`config.mk`:
```
export PLATFORM = sky130hd
export DESIGN_NAME = adder_8bit_sequencer
export DESIGN_NICKNAME = d
export VERILOG_FILES = /design/src/rtl/adder_8bit_sequencer.sv
export SDC_FILE = /design/constraint.sdc
export NUM_CORES = 1
export LEC_CHECK = 0
export BUFFER_PORTS_ARGS = -buffer_cell sky130_fd_sc_hd__buf_2
export CORE_MARGIN = 3
export CORE_UTILIZATION = 52
export DETAILED_ROUTE_END_ITERATION = 8
export PLACE_DENSITY = 0.87
export SKIP_CTS_REPAIR_TIMING = 1
export SLEW_MARGIN = 30
export SYNTH_ARGS = -nofsm -noshare
export SYNTH_HDL_FRONTEND = slang
export SYNTH_SLANG_ARGS = --single-unit
```
`constraint.sdc`:
```
create_clock -name clk -period 2.3 [get_ports clk]
set_clock_uncertainty 0.2 [all_clocks]
set_input_delay 0.115 -clock clk [delete_from_list [all_inputs] [get_ports clk]]
set_output_delay 0.115 -clock clk [all_outputs]
set_load 0.05 [all_outputs]
```
`src/rtl/adder_8bit_sequencer.sv`:
```
`default_nettype none
// ---------------------------------------------------------------------------
// adder_8bit_sequencer : byte-serial BYTES*8-bit add/sub over a shared 8-bit adder
// Revision: 1.0
// ---------------------------------------------------------------------------
module adder_8bit_sequencer #(
  parameter int BYTES = 4
) (
  input  logic                 clk,
  input  logic                 rst_n,
  input  logic                 start_valid,
  output logic                 start_ready,
  input  logic [8*BYTES-1:0]   op_a,
  input  logic [8*BYTES-1:0]   op_b,
  input  logic                 c_in,
  input  logic                 sub,
  output logic [7:0]           add_a,
  output logic [7:0]           add_b,
  output logic                 add_c_in,
  input  logic [7:0]           add_sum,
  input  logic                 add_c_out,
  output logic                 res_valid,
  input  logic                 res_ready,
  output logic [8*BYTES-1:0]   result,
  output logic                 c_out,
  output logic                 busy
);

  localparam int IDX_W = (BYTES > 1) ? $clog2(BYTES) : 1;
  localparam logic [IDX_W-1:0] LAST_IDX = IDX_W'(BYTES - 1);

  typedef enum logic [1:0] {
    IDLE = 2'd0,
    RUN  = 2'd1,
    DONE = 2'd2
  } state_t;

  state_t                   state_q, state_d;
  logic [BYTES-1:0][7:0]    a_q, a_d;
  logic [BYTES-1:0][7:0]    b_q, b_d;
  logic [BYTES-1:0][7:0]    result_q, result_d;
  logic [IDX_W-1:0]         idx_q, idx_d;
  logic                     carry_q, carry_d;
  logic                     c_out_q, c_out_d;
  logic [7:0]               lane_a, lane_b;

  // Lane select written as a compare loop so any BYTES (not only powers of two) is legal.
  always_comb begin
    lane_a = '0;
    lane_b = '0;
    for (int i = 0; i < BYTES; i++) begin
      if (idx_q == IDX_W'(i)) begin
        lane_a = a_q[i];
        lane_b = b_q[i];
      end
    end
  end

  always_comb begin
    state_d  = state_q;
    a_d      = a_q;
    b_d      = b_q;
    result_d = result_q;
    idx_d    = idx_q;
    carry_d  = carry_q;
    c_out_d  = c_out_q;
    case (state_q)
      IDLE: begin
        if (start_valid) begin
          a_d      = op_a;
          b_d      = sub ? ~op_b : op_b;
          carry_d  = sub | c_in;
          idx_d    = '0;
          result_d = '0;
          state_d  = RUN;
        end
      end
      RUN: begin
        for (int i = 0; i < BYTES; i++) begin
          if (idx_q == IDX_W'(i)) begin
            result_d[i] = add_sum;
          end
        end
        carry_d = add_c_out;
        if (idx_q == LAST_IDX) begin
          idx_d   = '0;
          c_out_d = add_c_out;
          state_d = DONE;
        end else begin
          idx_d = idx_q + IDX_W'(1);
        end
      end
      DONE: begin
        if (res_ready) begin
          state_d = IDLE;
        end
      end
      default: state_d = IDLE;
    endcase
  end

  always_ff @(posedge clk) begin
    if (!rst_n) begin
      state_q  <= IDLE;
      a_q      <= '0;
      b_q      <= '0;
      result_q <= '0;
      idx_q    <= '0;
      carry_q  <= 1'b0;
      c_out_q  <= 1'b0;
    end else begin
      state_q  <= state_d;
      a_q      <= a_d;
      b_q      <= b_d;
      result_q <= result_d;
      idx_q    <= idx_d;
      carry_q  <= carry_d;
      c_out_q  <= c_out_d;
    end
  end

  assign start_ready = (state_q == IDLE);
  assign res_valid   = (state_q == DONE);
  assign busy        = (state_q != IDLE);
  assign add_a       = (state_q == RUN) ? lane_a : 8'h00;
  assign add_b       = (state_q == RUN) ? lane_b : 8'h00;
  assign add_c_in    = (state_q == RUN) ? carry_q : 1'b0;
  assign result      = result_q;
  assign c_out       = c_out_q;

endmodule
`default_nettype wire

```
==> flow_summary.yaml <==
run_status:
  status: "completed"
timing:
  final_hold_viol_count: 0
  fin_crit_ns: 2.24
  fin_ws_ns: 0.0584
  whs_ns: 0.108
  tightest_slew_ns: 0.648
  timing.final.max_slew_violations: 0
  setup_tns_ns: 0
  period_share_pct: 97.5
  max_freq_mhz: 446
  setup_viol: 0
  slew_headroom_pct: 56.8
routing:
  vias: 4650
  firstDrtPassIters: 5
  wl_um: 14000
  remaining_drc_errors: 0
  avgRoutedWirePerCell_um: 16.6
  ant_nets: 0
  viasPerCell: 5.52
  drtIter0Drc: 248
layout:
  multi_input_area_um2: 2390
  n_fill_cell: 593
  drive_above_1_share_pct: 24.7
  syn_to_final_growth_pct: 36.7
  final_cells: 843
  nets: 811
  seqCellArea_um2: 2050
logic_synthesis:
  synthTopCellsByCount: "159 x nand2_1, 102 x dfxtp_1, 32 x o211a_1, 32 x xnor2_1, 30 x a21boi_1"
  ys_types: 38
  syn-num-nets: 620
  synth-edff-count: 0
  synth_seq_cells: 102
  syn_area_per_cell_um2: 8.80
  synthTopCellsByArea: "dfxtp_1 43%, nand2_1 13%, o211a_1 6.8%"
  synthFlopType: "dfxtp_1"
  synth.most_common_cell: "nand2_1"
  yosysSeqAreaShare_pct: 43.2
  synth_top_area_share_pct: 43.2
  synthArstFlopShare_pct: 0
  netlist_area_um2: 4730
  synth_top_area_cell: "dfxtp_1"
  yosysWarnings: 0
  syn-instance-count: 537
place:
  portBuffers: 131
  dp_cells: 748
  dp_hpwl_um: 8470
  dp_slack_ns: 0.358
  gp_congestion: 0.901
grt:
  grt_overflow_total: 0
  antenna_found_initial: 1
  grt_usage_pct: 23.1
  grt_first_pass_wirelength_um: 19200
  grt_start_max_net_pins: 67
  grt_pass1_vias: 4064
setup_path:
  arrival_ns: 1.93
  crit_required_ns: 1.99
  reg2reg_from: "state_q[0]"
  crit_type: "reg2out"
  cp-start-kind: "flip-flop"
  startpoint: "idx_q[0]"
  crit_path_end_kind: "output pin"
  cp_max_fo: 8
clocking:
  cts_tree: "built"
  path_clk_slew_ns: 0.13
  clock_insertion_delay_worst_skew_ns: 0.39
  clock-root-buffer: "clkbuf_8"
  cts_sinks: 102
  numCtsBuffers: 9
  htree_levels: 3
  clock_path_buffers: 2
floorplan:
  dieArea_um2: 10300
  boundaryPins: 132
  coreArea_um2: 8760
  initial_utilization_pct: 53.9
  fp.dieW_um: 101
  dieHeight_um: 101
  rows: 34
pwr:
  ir_drop_v: 0.000376
  p_leak_nw: 2.98
  pwr_density_cell_nw_per_um2: 618
  power.total_mw: 3.99
job:
  cap_violations: 0
min_path:
  worstHoldPathType: "in2reg"
  hold_start: "rst_n"
[cells in the final DEF (no fill, tap or decap), types with 3 or more instances in the layout]
| cell | netlist | layout |
|---|---|---|
| nand2_1 | 159 | 159 |
| buf_2 | 15 | 117 |
| dfxtp_1 | 102 | 100 |
| dlygate4sd3_1 | 0 | 76 |
| xnor2_1 | 32 | 32 |
| o211a_1 | 32 | 32 |
| a21boi_1 | 30 | 30 |
| o22ai_1 | 24 | 24 |
| buf_4 | 5 | 20 |
| a21oi_1 | 17 | 17 |
| nand2b_1 | 17 | 17 |
| a32o_1 | 16 | 14 |
| o21ai_0 | 16 | 9 |
| mux2i_1 | 9 | 9 |
| clkbuf_8 | 0 | 9 |
| buf_6 | 10 | 9 |
| o21ai_1 | 1 | 8 |
| nor2_1 | 5 | 5 |
| inv_1 | 4 | 4 |
| a21oi_2 | 3 | 3 |
| a21boi_0 | 3 | 3 |
| inv_6 | 0 | 3 |
| clkinv_8 | 0 | 3 |
[metrics by stage]
stage	utilization, %	instance area [um^2]
3_5_place_dp	61.5	5390
5_1_grt	73.7	6460
2_1_floorplan	-	4730
4_1_cts	63.9	5600
6_report	73.7	6460
3_3_place_gp	61.5	5390
[worst max-delay path, cell delays in order (launching register included)]
cell     delay [ns]
dfxtp_4        0.38
inv_1          0.10
ha_2           0.22
buf_4          0.17
nand2_1        0.07
o21ai_1        0.18
a32o_1         0.25
buf_6          0.17
[layout make-up]
type	instances	share of cell area (%)
diodes	2	0.0775
clock buffers	9	1.92
clock inverters	7	1.34
inverters	4	0.232
multi-input cells	385	37.0
flip-flops and latches	102	31.7
well taps	108	2.09
repair buffers	226	25.7
[routing by layer]
layer	track usage (%)	share of wire (%)	vias up
met5	0	0	-
met4	5.83	3.2	0
met3	7.09	7.3	46
met2	37.8	50	198
met1	29.8	39	2194
li1	-	-	2212
[kinds of logic (layout without fill, tap and decap cells)]
group	count (synthesis)	count (layout)	share of synthesized area, %
fa+ha+maj	4	4	1.06
buf+inv	50	246	6.59
flops	102	102	43.2
other cells	0	2	0
compound gates	147	147	23.8
mux	9	9	1.91
xor+xnor	32	32	5.93
simple gates	193	193	17.5
[flip-flops by register name (all words and copies together), names as in the netlist]
name     count
b_q         32
result      32
c_out        1
state_q      2
a_q         32
idx_q        2
carry_q      1
[worst paths after layout]
kind | end | depth (start not counted) | slack [ns]
setup / recovery | add_b[1] | 7 | 0.06
hold / removal | state_q[1] | 3 | 0.11
setup reg to reg | b_q[12] | 5 | 0.49
hold reg to reg | a_q[18] | 2 | 0.25
[report_power, final]
part           switching (mW)  internal [mW]
Clock                   0.733          0.440
Sequential             0.0619           1.88
Combinational           0.497          0.381
Total                    1.29           2.70
Power figures use the tool's default switching activity.
